===== src/rtl/invol_arb_pkg.sv =====
// invol_arb_pkg -- shared types and constants for the involuntary-message arbiter.
//   state_t : arbiter FSM states
//   PARAM_W : width of one parameter word
//   idx_w() : index width needed to address n requesters (minimum 1)
package invol_arb_pkg;

  localparam int PARAM_W = 32;

  typedef enum logic [1:0] {
    S_IDLE,
    S_WAIT_UP,
    S_GRANTED,
    S_RELEASE
  } state_t;

  function automatic int idx_w(input int n);
    return (n > 1) ? $clog2(n) : 1;
  endfunction

endpackage


===== src/rtl/invol_arb_rr_pick.sv =====
// rr_pick -- combinational round-robin priority encoder.
//   i_req   : request vector
//   i_ptr   : search start position (must be < NREQ)
//   o_idx   : first set request at or above i_ptr, wrapping modulo NREQ
//   o_valid : any request set
module rr_pick
  import invol_arb_pkg::*;
#(
  parameter int NREQ  = 4,
  parameter int IDX_W = idx_w(NREQ)
) (
  input  logic [NREQ-1:0]  i_req,
  input  logic [IDX_W-1:0] i_ptr,
  output logic [IDX_W-1:0] o_idx,
  output logic             o_valid
);

  // Rotating the doubled vector puts unit ptr at bit 0, so a plain
  // lowest-set-bit search over w_rot is the round-robin search.
  logic [2*NREQ-1:0] w_dbl;
  logic [NREQ-1:0]   w_rot;

  assign w_dbl   = {i_req, i_req};
  assign w_rot   = w_dbl[i_ptr +: NREQ];
  assign o_valid = |i_req;

  always_comb begin
    o_idx = '0;
    // Walk from the top so the lowest rotated position is written last.
    for (int k = NREQ - 1; k >= 0; k--) begin
      if (w_rot[k]) begin
        o_idx = (int'(i_ptr) + k >= NREQ) ? IDX_W'(int'(i_ptr) + k - NREQ)
                                          : IDX_W'(int'(i_ptr) + k);
      end
    end
  end

endmodule


===== src/rtl/invol_arb.sv =====
// invol_arb -- arbitrates NREQ units onto one upstream involuntary-message
// channel and muxes the winner's parameter words to the upstream framer.
//   clk, rst_n                      : clock, async active-low reset
//   unit_req / unit_grant           : per-unit level request / one-hot grant
//   unit_param_data/_write          : per-unit parameter word and strobe
//   param_data / param_write        : winner's word/strobe while granted, else 0
//   invol_req / invol_grant         : upstream handshake
//   timeout_evt                     : forced-release pulse (INVOL_TIMEOUT_EN only)
// Build option: define INVOL_TIMEOUT_EN to bound a grant to MAX_HOLD cycles.
module invol_arb
  import invol_arb_pkg::*;
#(
  parameter int          NREQ     = 4,
  parameter int unsigned MAX_HOLD = 1024
) (
  input  logic                    clk,
  input  logic                    rst_n,
  input  logic [NREQ-1:0]         unit_req,
  output logic [NREQ-1:0]         unit_grant,
  input  logic [NREQ*PARAM_W-1:0] unit_param_data,
  input  logic [NREQ-1:0]         unit_param_write,
  output logic [PARAM_W-1:0]      param_data,
  output logic                    param_write,
  output logic                    invol_req,
  input  logic                    invol_grant
`ifdef INVOL_TIMEOUT_EN
  ,
  output logic                    timeout_evt
`endif
);

  localparam int IDX_W = idx_w(NREQ);

  if (NREQ < 2 || NREQ > 16 || MAX_HOLD == 0) begin : g_bad_cfg
    $error("invol_arb: NREQ must be 2..16 and MAX_HOLD nonzero");
  end

  state_t            r_state;
  logic [IDX_W-1:0]  r_ptr;
  logic [IDX_W-1:0]  r_winner;
  logic [NREQ-1:0]   r_grant;
  logic              r_invol_req;

  logic [IDX_W-1:0]  w_pick_idx;
  logic              w_pick_vld;
  logic              w_win_req;
  logic              w_granted;
  logic [IDX_W-1:0]  w_ptr_nxt;
  logic              w_timeout;

  rr_pick #(.NREQ(NREQ), .IDX_W(IDX_W)) u_pick (
    .i_req   (unit_req),
    .i_ptr   (r_ptr),
    .o_idx   (w_pick_idx),
    .o_valid (w_pick_vld)
  );

  assign w_win_req = unit_req[r_winner];
  assign w_granted = |r_grant;
  assign w_ptr_nxt = (r_winner == IDX_W'(NREQ - 1)) ? '0 : r_winner + 1'b1;

`ifdef INVOL_TIMEOUT_EN
  logic [31:0] r_hold_cnt;
  logic        r_timeout_evt;
  // Grant is visible from the cycle GRANTED is entered, so release on the
  // count of MAX_HOLD-1 leaves unit_grant high for exactly MAX_HOLD cycles.
  assign w_timeout   = (r_hold_cnt == 32'(MAX_HOLD - 1));
  assign timeout_evt = r_timeout_evt;
`else
  assign w_timeout = 1'b0;
`endif

  always_ff @(posedge clk or negedge rst_n) begin
    if (!rst_n) begin
      r_state     <= S_IDLE;
      r_ptr       <= '0;
      r_winner    <= '0;
      r_grant     <= '0;
      r_invol_req <= 1'b0;
`ifdef INVOL_TIMEOUT_EN
      r_hold_cnt    <= '0;
      r_timeout_evt <= 1'b0;
`endif
    end else begin
`ifdef INVOL_TIMEOUT_EN
      r_timeout_evt <= 1'b0;
`endif
      case (r_state)
        S_IDLE: begin
          if (w_pick_vld) begin
            r_winner    <= w_pick_idx;
            r_invol_req <= 1'b1;
            r_state     <= S_WAIT_UP;
          end
        end
        S_WAIT_UP: begin
          // A withdrawn request wins over an upstream grant; ptr stays put
          // so the same search order is retried.
          if (!w_win_req) begin
            r_invol_req <= 1'b0;
            r_state     <= S_RELEASE;
          end else if (invol_grant) begin
            r_grant <= NREQ'(1) << r_winner;
            r_state <= S_GRANTED;
          end
        end
        S_GRANTED: begin
          if (!w_win_req || !invol_grant || w_timeout) begin
            r_grant     <= '0;
            r_invol_req <= 1'b0;
            r_ptr       <= w_ptr_nxt;
            r_state     <= S_RELEASE;
`ifdef INVOL_TIMEOUT_EN
            r_hold_cnt    <= '0;
            // Only flag releases that the counter actually forced.
            r_timeout_evt <= w_timeout & w_win_req & invol_grant;
          end else begin
            r_hold_cnt <= r_hold_cnt + 32'd1;
`endif
          end
        end
        S_RELEASE: begin
          if (!invol_grant) r_state <= S_IDLE;
        end
        default: r_state <= S_IDLE;
      endcase
    end
  end

  assign unit_grant  = r_grant;
  assign invol_req   = r_invol_req;
  assign param_data  = w_granted ? unit_param_data[int'(r_winner)*PARAM_W +: PARAM_W] : '0;
  assign param_write = w_granted & unit_param_write[r_winner];

endmodule


===== config.mk =====
export PLATFORM = sky130hd
export DESIGN_NAME = invol_arb
export DESIGN_NICKNAME = d
export VERILOG_FILES = /design/src/rtl/invol_arb_pkg.sv /design/src/rtl/invol_arb_rr_pick.sv /design/src/rtl/invol_arb.sv
export SDC_FILE = /design/constraint.sdc
export NUM_CORES = 1
export LEC_CHECK = 0
export BUFFER_PORTS_ARGS = -buffer_cell sky130_fd_sc_hd__clkbuf_2
export CORE_UTILIZATION = 40
export CTS_CLUSTER_SIZE = 24
export DETAILED_ROUTE_END_ITERATION = 12
export PLACE_DENSITY = 0.95
export SETUP_SLACK_MARGIN = 0.15
export SYNTH_ARGS = -nofsm -noshare
export SYNTH_HDL_FRONTEND = slang
export SYNTH_HIERARCHICAL = 1
export SYNTH_SLANG_ARGS = --single-unit

===== constraint.sdc =====
create_clock -name clk -period 4.1 [get_ports clk]
set_input_delay 0.82 -clock clk [delete_from_list [all_inputs] [get_ports clk]]
set_output_delay 0.82 -clock clk [all_outputs]
set_load 0.02 [all_outputs]

==> flow_metrics.env, run 1 <==
export IMPL_status="finished clean"
export IMPL_dp_hpwl_mm=5.64
export IMPL_startpoint_type="flip-flop"
export IMPL_syn_avg_cell_area_sq_um=11.1
export IMPL_port_buffers=176
export IMPL_synthCells=162
export IMPL_cts_sinks=11
export IMPL_critPathMaxFanout=26
export IMPL_yosysMostFrequentCell="nor2b_1"
export IMPL_rsz0062_at_grt="false"
export IMPL_numCtsBuffers=3
export IMPL_setup_violations=0
export IMPL_slowest_delay_ns=0.99
export IMPL_netlist_area_leader_share_pct=40.1
export IMPL_grt_pass1_vias=2099
export IMPL_grt_pass1_wl_mm=9.92
export IMPL_syn2layout_area_growth_pct=54.1
export IMPL_yosys_most_used_dff="dfrtp_1"
export IMPL_vias_per_cell=5.35
export IMPL_clk_latency_ns=0.24
export IMPL_wire_per_inst_um=16.4
export IMPL_synth_ff_latch_count=11
export IMPL_hold_viol_final=0
export IMPL_drv_slew=0
export IMPL_ant_nets=0
export IMPL_grt_max_degree=31
export IMPL_fin_crit_ns=3.05
export IMPL_cts_tree="done"
export IMPL_synth_area_leaders="mux4_2 40%, dfrtp_1 15%, nor2b_1 12%"
export IMPL_crit_required_ns=3.28
export IMPL_drt_initial_drc_count=86
export IMPL_grt_remaining_overflow=0
export IMPL_ios=177
export IMPL_cts_path_max_buffers=2
export IMPL_ys_seq_area_share_pct=15.3
export IMPL_switchingPower_mw=1.15
export IMPL_cts_htree_levels=1
export IMPL_die_area_sq_um=4760
export IMPL_skew_ns=0.00447
export IMPL_postCtsHoldBufs=0
export IMPL_r2r_slack_ns=1.59
export IMPL_yosys_top_cells_count="35 x nor2b_1, 32 x mux4_2, 11 x dfrtp_1"
export IMPL_min_path_type="input pin to asynchronous set/reset pin"
export IMPL_num_vias=2065
export IMPL_min_period_over_period_pct=74.3
export IMPL_nets=483
export IMPL_synth_top_area_cell="mux4_2"
export IMPL_synthesis_area_sq_um=1800
export IMPL_die_h_um=69.0
export IMPL_dp_cells=382
export IMPL_rows=24
export IMPL_grt_usage_pct=26.4
export IMPL_root_buffer="clkbuf_8"
export IMPL_max_slew_worst_pin_slew_ns=0.984
export IMPL_core_region_area_sq_um=4320
export IMPL_die_w_um=69.0
export IMPL_gp_congestion=0.913
export IMPL_post_route_cells_drive_above_1_share_pct=66.5
export IMPL_internal_power_mw=1.05
export IMPL_ys_types=29
export IMPL_end_kind="output pin"
export IMPL_stdcell_count=386
export IMPL_p_total_mw=2.20
export IMPL_synth_fp_nets=310
export IMPL_synth_edf_count=0
export IMPL_totalWireLength_mm=6.34
export IMPL_critical_path_class="flip-flop to output pin"
export IMPL_pwr_share_seq_pct=13.0
export IMPL_worst_ir_drop_vdd_mv=0.463
export IMPL_leakage_nw=1.45
export IMPL_fmax_ghz=0.328
export IMPL_antenna_found_initial=0
export IMPL_cts_resized_gates=0
export IMPL_relSlewSlack_pct=34.4
export IMPL_switching_share_pct=52.2
export IMPL_drcViolationCount=0
export IMPL_crit_buf_inv=2
export IMPL_drtPass1Iterations=4
export IMPL_worstPathCellList="buf_4 > mux4_2 > nor2b_1 > clkbuf_2"
export IMPL_crit_family="flip-flops"
export IMPL_crit_path_top_delay_cell="dfrtp_1"
export IMPL_clkTransAtPathRegs_ns=0.05
export IMPL_tns_ns=0
export IMPL_power_share_clock_pct=4.9
export IMPL_power_density_nw_per_um2=793
export IMPL_start_util_pct=41.6
export IMPL_crit_arrival_ns=2.23
export IMPL_ys_warn_count=6
export IMPL_drv_cap=0
export IMPL_synth_async_sr_flop_share_pct=100
export IMPL_cts_setup_buffers=0
export IMPL_comb_power_share_pct=82.1
export IMPL_num_antenna_cells=0
-- layout make-up --
cell class                 count  area (sq um)
multi-input combinational    130          1440
fill                         358          1560
sequential                    11           277
timing repair buffer         180           911
inverter                       9          33.8
clock buffer                   4          45.0
tap                           52          65.1
-- state kept, by name, indices dropped and copies added, names as in the netlist --
register,count
r_winner,2
r_state,2
invol_req,1
unit_grant,4
r_ptr,2
-- placed cells by master (no fill, tap or decap), types with 2 or more instances in the layout --
master and n:
a211o_1 2, a211oi_1 4, a21o_1 3, a21oi_1 5, buf_4 4, clkbuf_2 176
clkbuf_8 3, dfrtp_1 10, ha_1 9, inv_1 9, mux2_2 4, mux4_1 2
mux4_2 32, nand2_1 8, nand3_1 2, nor2_1 7, nor2b_1 35, nor3_1 6
-- layer usage --
metal,routed length (um),global-route usage [%]
met1,2350,30.3
met2,3260,46.8
met3,539,7.75
met4,186,8.62
met5,0,0
-- power groups by stage --
stage          registers (mW)  clock network (mW)  logic (mW)
4_1_cts                 0.288               0.110        1.81
3_5_place_dp            0.291                   0        1.81
2_1_floorplan           0.241                   0        1.33
5_1_grt                 0.304               0.113        1.94
3_3_place_gp            0.283                   0        1.75
6_report                0.285               0.109        1.80
-- final timing paths --
kind / to / depth (start not counted) / startpoint
max in group asynchronous: r_winner[0]$_DFFE_PN0P_ / 1 / rst_n
worst max register to register: r_state[1]$_DFFE_PN0P_ / 4 / r_winner[1]$_DFFE_PN0P_
min in group clk: invol_req$_DFFE_PN0P_ / 2 / invol_req$_DFFE_PN0P_
worst min-delay path: r_state[1]$_DFFE_PN0P_ / 1 / rst_n
worst min register to register: invol_req$_DFFE_PN0P_ / 2 / invol_req$_DFFE_PN0P_
worst max-delay path: param_data[19] / 4 / r_winner[1]$_DFFE_PN0P_
-- through the flow --
stage	area [sq um]	utilization [%]	hold slack, ns	setup WS [ns]
floorplan	1800	-	0.516	1.72
global placement	2720	63.0	0.465	1.37
detailed placement	2720	63.0	0.481	1.28
CTS	2770	64.0	0.456	1.03
global route	2770	64.0	0.476	0.908
finish	2770	64.0	0.445	1.05
-- cell families after synthesis --
group                      count (synthesis)  synth area share [%]
and+or+nand+nor                           62                  19.0
AOI/OAI and AO/OA                         20                  8.22
muxes                                     39                  46.2
buffers and inverters                     21                  5.01
adders and majority gates                  9                  6.27
DFF                                       11                  15.3
Power figures use the tool's default switching activity.
==> inputs of run 2 (changes only) <==
- ABC_AREA: default -> 1
- CORE_UTILIZATION: 40 -> 36
- PLACE_DENSITY: 0.95 -> 0.88
- clock period: 4.1 -> 2.75 ns (I/O delays scaled with it)
==> run 2 against run 1 <==
Compared with the run above: critical path depth is the same; routed wire length grew 27%; area after synthesis grew 18%; via count grew 54%; sequential share of layout area shrank 0.88 points; count of clock-buffer cells in the layout is the same; first-iteration DRC count grew 42%; cell area grew 9.6%; critical path type unchanged; critical endpoint is now param_write; highest routed layer unchanged.
==> flow_metrics.env, run 2 <==
export IMPL_status="finished clean"
export IMPL_fmax_ghz=0.411
export IMPL_ys_warn_count=6
export IMPL_clkTransAtPathRegs_ns=0.05
export IMPL_final_common_cell="clkbuf_2"
export IMPL_max_slew_worst_pin_slew_ns=0.658
export IMPL_setup_violations=0
export IMPL_drv_slew=0
export IMPL_ys_types=29
export IMPL_synth_area_leaders="nor2_1 24%, o21ai_0 16%, dfrtp_1 13%"
export IMPL_post_route_cells_drive_above_1_share_pct=38.2
export IMPL_num_vias=3183
export IMPL_synth_fp_nets=541
export IMPL_die_area_sq_um=6180
export IMPL_core_region_area_sq_um=5570
export IMPL_drtPass1Iterations=4
export IMPL_power_density_nw_per_um2=1160
export IMPL_end_kind="output pin"
export IMPL_gp_congestion=0.890
export IMPL_start_util_pct=37.9
export IMPL_ys_seq_area_share_pct=13.0
export IMPL_crit_arrival_ns=1.88
export IMPL_grt_usage_pct=24.5
export IMPL_critical_path_class="flip-flop to output pin"
export IMPL_startpoint_type="flip-flop"
export IMPL_cts_path_max_buffers=2
export IMPL_syn2layout_area_growth_pct=43.7
export IMPL_yosysMostFrequentCell="nor2_1"
export IMPL_cts_sinks=11
export IMPL_rows=27
export IMPL_synth_async_sr_flop_share_pct=100
export IMPL_power_share_clock_pct=4.5
export IMPL_synth_ff_latch_count=11
export IMPL_synth_top_area_cell="nor2_1"
export IMPL_ios=177
export IMPL_die_h_um=78.6
export IMPL_yosys_top_cells_count="137 x nor2_1, 66 x o21ai_0, 47 x nand2_1"
export IMPL_postCtsHoldBufs=0
export IMPL_antenna_found_initial=0
export IMPL_switchingPower_mw=2.20
export IMPL_pwr_share_seq_pct=10.7
export IMPL_comb_power_share_pct=84.7
export IMPL_crit_required_ns=2.20
export IMPL_cts_setup_buffers=0
export IMPL_cts_tree="done"
export IMPL_min_path_type="input pin to asynchronous set/reset pin"
export IMPL_synthCells=393
export IMPL_hold_viol_final=0
export IMPL_drcViolationCount=0
export IMPL_netlist_area_leader_share_pct=24.3
export IMPL_cts_htree_levels=1
export IMPL_vias_per_cell=5.10
export IMPL_fin_crit_ns=2.43
export IMPL_drt_initial_drc_count=122
export IMPL_min_period_over_period_pct=88.5
export IMPL_yosys_most_used_dff="dfrtp_1"
export IMPL_dp_hpwl_mm=6.23
export IMPL_fin_ws_ns=0.316
export IMPL_worst_ir_drop_vdd_mv=1.13
export IMPL_tns_ns=0
export IMPL_ant_nets=0
export IMPL_grt_pass1_vias=2901
export IMPL_root_buffer="clkbuf_8"
export IMPL_largest_reg_flops=4
export IMPL_leakage_nw=1.72
export IMPL_clk_latency_ns=0.24
export IMPL_cts_resized_gates=0
export IMPL_skew_ns=0.00250
export IMPL_drv_cap=0
export IMPL_die_w_um=78.6
export IMPL_grt_remaining_overflow=0
export IMPL_syn_avg_cell_area_sq_um=5.37
export IMPL_wire_per_inst_um=12.9
export IMPL_grt_max_degree=72
export IMPL_final_cell_mix="176 x clkbuf_2, 137 x nor2_1, 66 x o21ai_0"
export IMPL_place_ws_ns=0.555
export IMPL_port_buffers=176
export IMPL_rsz0062_at_grt="false"
export IMPL_grt_pass1_wl_mm=12.5
export IMPL_internal_power_mw=1.33
export IMPL_synthesis_area_sq_um=2110
export IMPL_switching_share_pct=62.3
export IMPL_numCtsBuffers=3
export IMPL_nets=701
export IMPL_totalWireLength_mm=8.06
export IMPL_synth_edf_count=0
export IMPL_num_antenna_cells=0
export IMPL_critPathMaxFanout=71
export IMPL_relSlewSlack_pct=56.1
-- run 2: cell count changes in the layout (fill, tap and decap cells not counted), sizes merged, moves of 15 or more --
cell	before	now
mux4	34	0
a21oi	5	36
nand2	8	55
nand3	2	17
nor2b	35	0
o21ai	2	68
nor2	7	140
-- run 2: final timing paths --
kind                                          from                        end  slack, ns  cells past startpoint
max                        r_winner[0]$_DFFE_PN0P_                param_write       0.32                      4
min                                          rst_n  unit_grant[3]$_DFFE_PN0P_       0.18                      1
max reg2reg                r_winner[0]$_DFFE_PN0P_     r_state[0]$_DFFE_PN0P_       0.95                      9
min reg2reg                  invol_req$_DFFE_PN0P_      invol_req$_DFFE_PN0P_       0.48                      2
max in group asynchronous                    rst_n    r_winner[0]$_DFFE_PN0P_       2.33                      1
min in group clk             invol_req$_DFFE_PN0P_      invol_req$_DFFE_PN0P_       0.48                      2
-- run 2: routing by layer --
layer | vias up | global-route usage [%] | part of all wire [%]
met2 | 134 | 45.3 | 50
met5 | - | 0 | 0
met4 | 0 | 8.33 | 2.1
met3 | 18 | 4.77 | 7.8
li1 | 1590 | - | -
met1 | 1441 | 27.8 | 40
-- run 2: layout make-up --
cell class	instances	area, sq um
Fill cell	550	2540
Multi-Input combinational cell	334	1610
Timing Repair Buffer	182	926
Sequential cell	11	277
Tap cell	72	90.1
Inverter	21	86.3
Clock buffer	4	45.0
-- run 2: per-stage QoR --
step,instance area (sq um),power [mW],cells,utilization (%),hold WS (ns)
after global routing,3040,3.91,624,54.5,0.196
after detailed placement,2990,3.35,620,53.6,0.437
after floorplan,2110,2.58,393,-,0.254
after global placement,2990,3.29,620,53.6,0.436
after CTS,3040,3.53,624,54.5,0.186
final,3040,3.53,624,54.5,0.179
-- run 2: critical path, cell delays in order, from the launching register on --
cell,delay [ns]
dfrtp_2,0.56
inv_6,0.39
o21ai_0,0.24
a21oi_1,0.24
clkbuf_2,0.21
-- run 2: cells by family after synthesis --
group,count (synthesis),share of synthesized area [%]
simple gates,219,44.7
xor+xnor,1,0.415
buf+inv,48,11.1
compound gates,105,25.4
flops,11,13.0
fa+ha+maj,9,5.33
-- run 2: power by group through the flow --
stage	Combinational, mW	Sequential, mW	Clock (mW)
after global placement	2.91	0.378	0
after CTS	2.99	0.378	0.161
after floorplan	2.25	0.331	0
after global routing	3.35	0.394	0.171
after detailed placement	2.97	0.380	0
final	2.99	0.379	0.160
==> inputs of run 3 (changes only) <==
- CORE_UTILIZATION: 36 -> 35
- PLACE_DENSITY: 0.88 -> 0.87
- SYNTH_HIERARCHICAL: 1 -> default
==> run 3 against run 2 <==
Compared with the run above: via count is 3.2% lower; critical path depth rose by 2; highest routed layer unchanged; final cell count decreased by 0.96%; utilization down 0.63 points; non-clock buffer count decreased by 1; critical endpoint is now param_data[30]; fmax is 4.0% higher; critical path type unchanged; count of clock-buffer cells in the layout decreased by 1; synthesized cell count fell by 1.0%; clock power is essentially flat.
==> flow_metrics.env, run 3 <==
export IMPL_critical_path_class="flip-flop to output pin"
export IMPL_crit_required_ns=2.20
export IMPL_final_cell_mix="176 x clkbuf_2, 135 x nor2_1, 66 x o21ai_0"
export IMPL_cts_tree="done"
export IMPL_startpoint_type="flip-flop"
export IMPL_yosysMostFrequentCell="nor2_1"
export IMPL_clk_latency_ns=0.24
export IMPL_worst_ir_drop_vdd_mv=0.682
export IMPL_postCtsHoldBufs=0
export IMPL_vias_per_cell=4.99
export IMPL_post_route_cells_drive_above_1_share_pct=36.3
export IMPL_yosys_most_used_dff="dfrtp_1"
export IMPL_cts_sinks=11
export IMPL_root_buffer="clkbuf_8"
export IMPL_power_density_nw_per_um2=1120
export IMPL_ios=177
export IMPL_antenna_found_initial=0
export IMPL_ys_seq_area_share_pct=13.5
export IMPL_die_w_um=78.5
export IMPL_grt_max_degree=71
export IMPL_synthCells=389
export IMPL_synthesis_area_sq_um=2050
export IMPL_cts_resized_gates=0
export IMPL_fin_crit_ns=2.34
export IMPL_dp_hpwl_mm=5.98
export IMPL_num_antenna_cells=0
export IMPL_ys_warn_count=0
export IMPL_die_h_um=78.5
export IMPL_synth_top_area_cell="nor2_1"
export IMPL_drt_initial_drc_count=113
export IMPL_status="finished clean"
export IMPL_gp_congestion=0.865
export IMPL_max_slew_worst_pin_slew_ns=0.663
export IMPL_drtPass1Iterations=4
export IMPL_totalWireLength_mm=7.66
export IMPL_cts_setup_buffers=0
export IMPL_syn2layout_area_growth_pct=46.7
export IMPL_setup_violations=0
export IMPL_p_total_mw=3.36
export IMPL_numCtsBuffers=3
export IMPL_drcViolationCount=0
export IMPL_grt_usage_pct=24.1
export IMPL_synth_async_sr_flop_share_pct=100
export IMPL_rsz0062_at_grt="false"
export IMPL_synth_fp_nets=536
export IMPL_die_area_sq_um=6150
export IMPL_min_path_type="input pin to asynchronous set/reset pin"
export IMPL_core_region_area_sq_um=5570
export IMPL_start_util_pct=36.7
export IMPL_drv_cap=0
export IMPL_fmax_ghz=0.427
export IMPL_port_buffers=176
export IMPL_min_period_over_period_pct=85.1
export IMPL_ant_nets=0
export IMPL_hold_viol_final=0
export IMPL_critPathMaxFanout=36
export IMPL_final_common_cell="clkbuf_2"
export IMPL_relSlewSlack_pct=55.7
export IMPL_grt_remaining_overflow=0
export IMPL_synth_edf_count=0
export IMPL_cts_htree_levels=1
export IMPL_leakage_nw=1.71
export IMPL_skew_ns=0.00587
export IMPL_cts_path_max_buffers=2
export IMPL_wire_per_inst_um=12.4
export IMPL_syn_avg_cell_area_sq_um=5.26
export IMPL_nets=694
export IMPL_crit_arrival_ns=1.79
export IMPL_num_vias=3081
export IMPL_end_kind="output pin"
export IMPL_clkTransAtPathRegs_ns=0.05
export IMPL_yosys_top_cells_count="135 x nor2_1, 66 x o21ai_0, 52 x nand2_1"
export IMPL_tns_ns=0
export IMPL_synth_area_leaders="nor2_1 25%, o21ai_0 16%, dfrtp_1 13%"
export IMPL_netlist_area_leader_share_pct=24.8
export IMPL_drv_slew=0
export IMPL_largest_reg_flops=4
export IMPL_rows=27
export IMPL_synth_ff_latch_count=11
export IMPL_grt_pass1_wl_mm=12.2
export IMPL_grt_pass1_vias=2885
export IMPL_ys_types=29
run 3: area by class of cell:
type / instances / area, sq um
clock buffer: 3 / 41.3
tap: 72 / 90.1
timing repair buffer: 181 / 943
clock inverter: 1 / 5.00
fill: 597 / 2570
multi-input combinational: 334 / 1580
inverter: 16 / 65.1
sequential: 11 / 277
run 3: logic make-up (layout without fill, tap and decap cells):
kind of cell               after synthesis  after routing  synth area share (%)
and+or+nand+nor                        215            215                  43.9
AOI/OAI and AO/OA                      110            110                  27.6
buffers and inverters                   44            201                  9.79
DFF                                     11             11                  13.5
adders and majority gates                8              8                  4.89
xor gates and xnor gates                 1              1                 0.428
run 3: final timing paths:
path / startpoint / end / slack (ns) / cells past startpoint
hold reg to reg: invol_req$_DFFE_PN0P_ / invol_req$_DFFE_PN0P_ / 0.51 / 2
min in group clk: invol_req$_DFFE_PN0P_ / invol_req$_DFFE_PN0P_ / 0.51 / 2
max in group asynchronous: rst_n / r_winner[0]$_DFFE_PN0P_ / 2.33 / 1
hold / removal: rst_n / r_state[0]$_DFFE_PN0P_ / 0.17 / 1
setup reg to reg: r_winner[1]$_DFFE_PN0P_ / unit_grant[1]$_DFFE_PN0P_ / 0.83 / 9
setup / recovery: r_winner[1]$_DFFE_PN0P_ / param_data[30] / 0.41 / 6
run 3: stage by stage:
stage	instances	cell area [sq um]	worst slack [ns]	hold slack [ns]	utilization, %
after global routing	618	3000	0.264	0.189	53.8
after CTS	618	3000	0.399	0.183	53.8
after global placement	614	2950	0.707	0.439	53.0
final	618	3000	0.409	0.173	53.8
after floorplan	389	2050	0.772	0.254	-
after detailed placement	614	2950	0.661	0.446	53.0
run 3: routing by layer:
metal  track usage, %  up-vias  routed length [um]
li1                 -     1584                   -
met1             27.1     1340                3190
met2             44.6      133                3670
met3             5.81       24                 596
met4             7.22        0                 209
met5                0        -                   0
run 3: critical path, stage by stage (launching register included):
cell,delay [ns]
dfrtp_1,0.37
buf_4,0.19
inv_2,0.50
nor2_1,0.12
o21ai_0,0.12
a21oi_1,0.09
clkbuf_2,0.16
run 3: where the power goes:
part	internal, mW	switching (mW)
Combinational	0.973	1.86
Sequential	0.235	0.127
Clock	0.0997	0.0634
Total	1.31	2.05
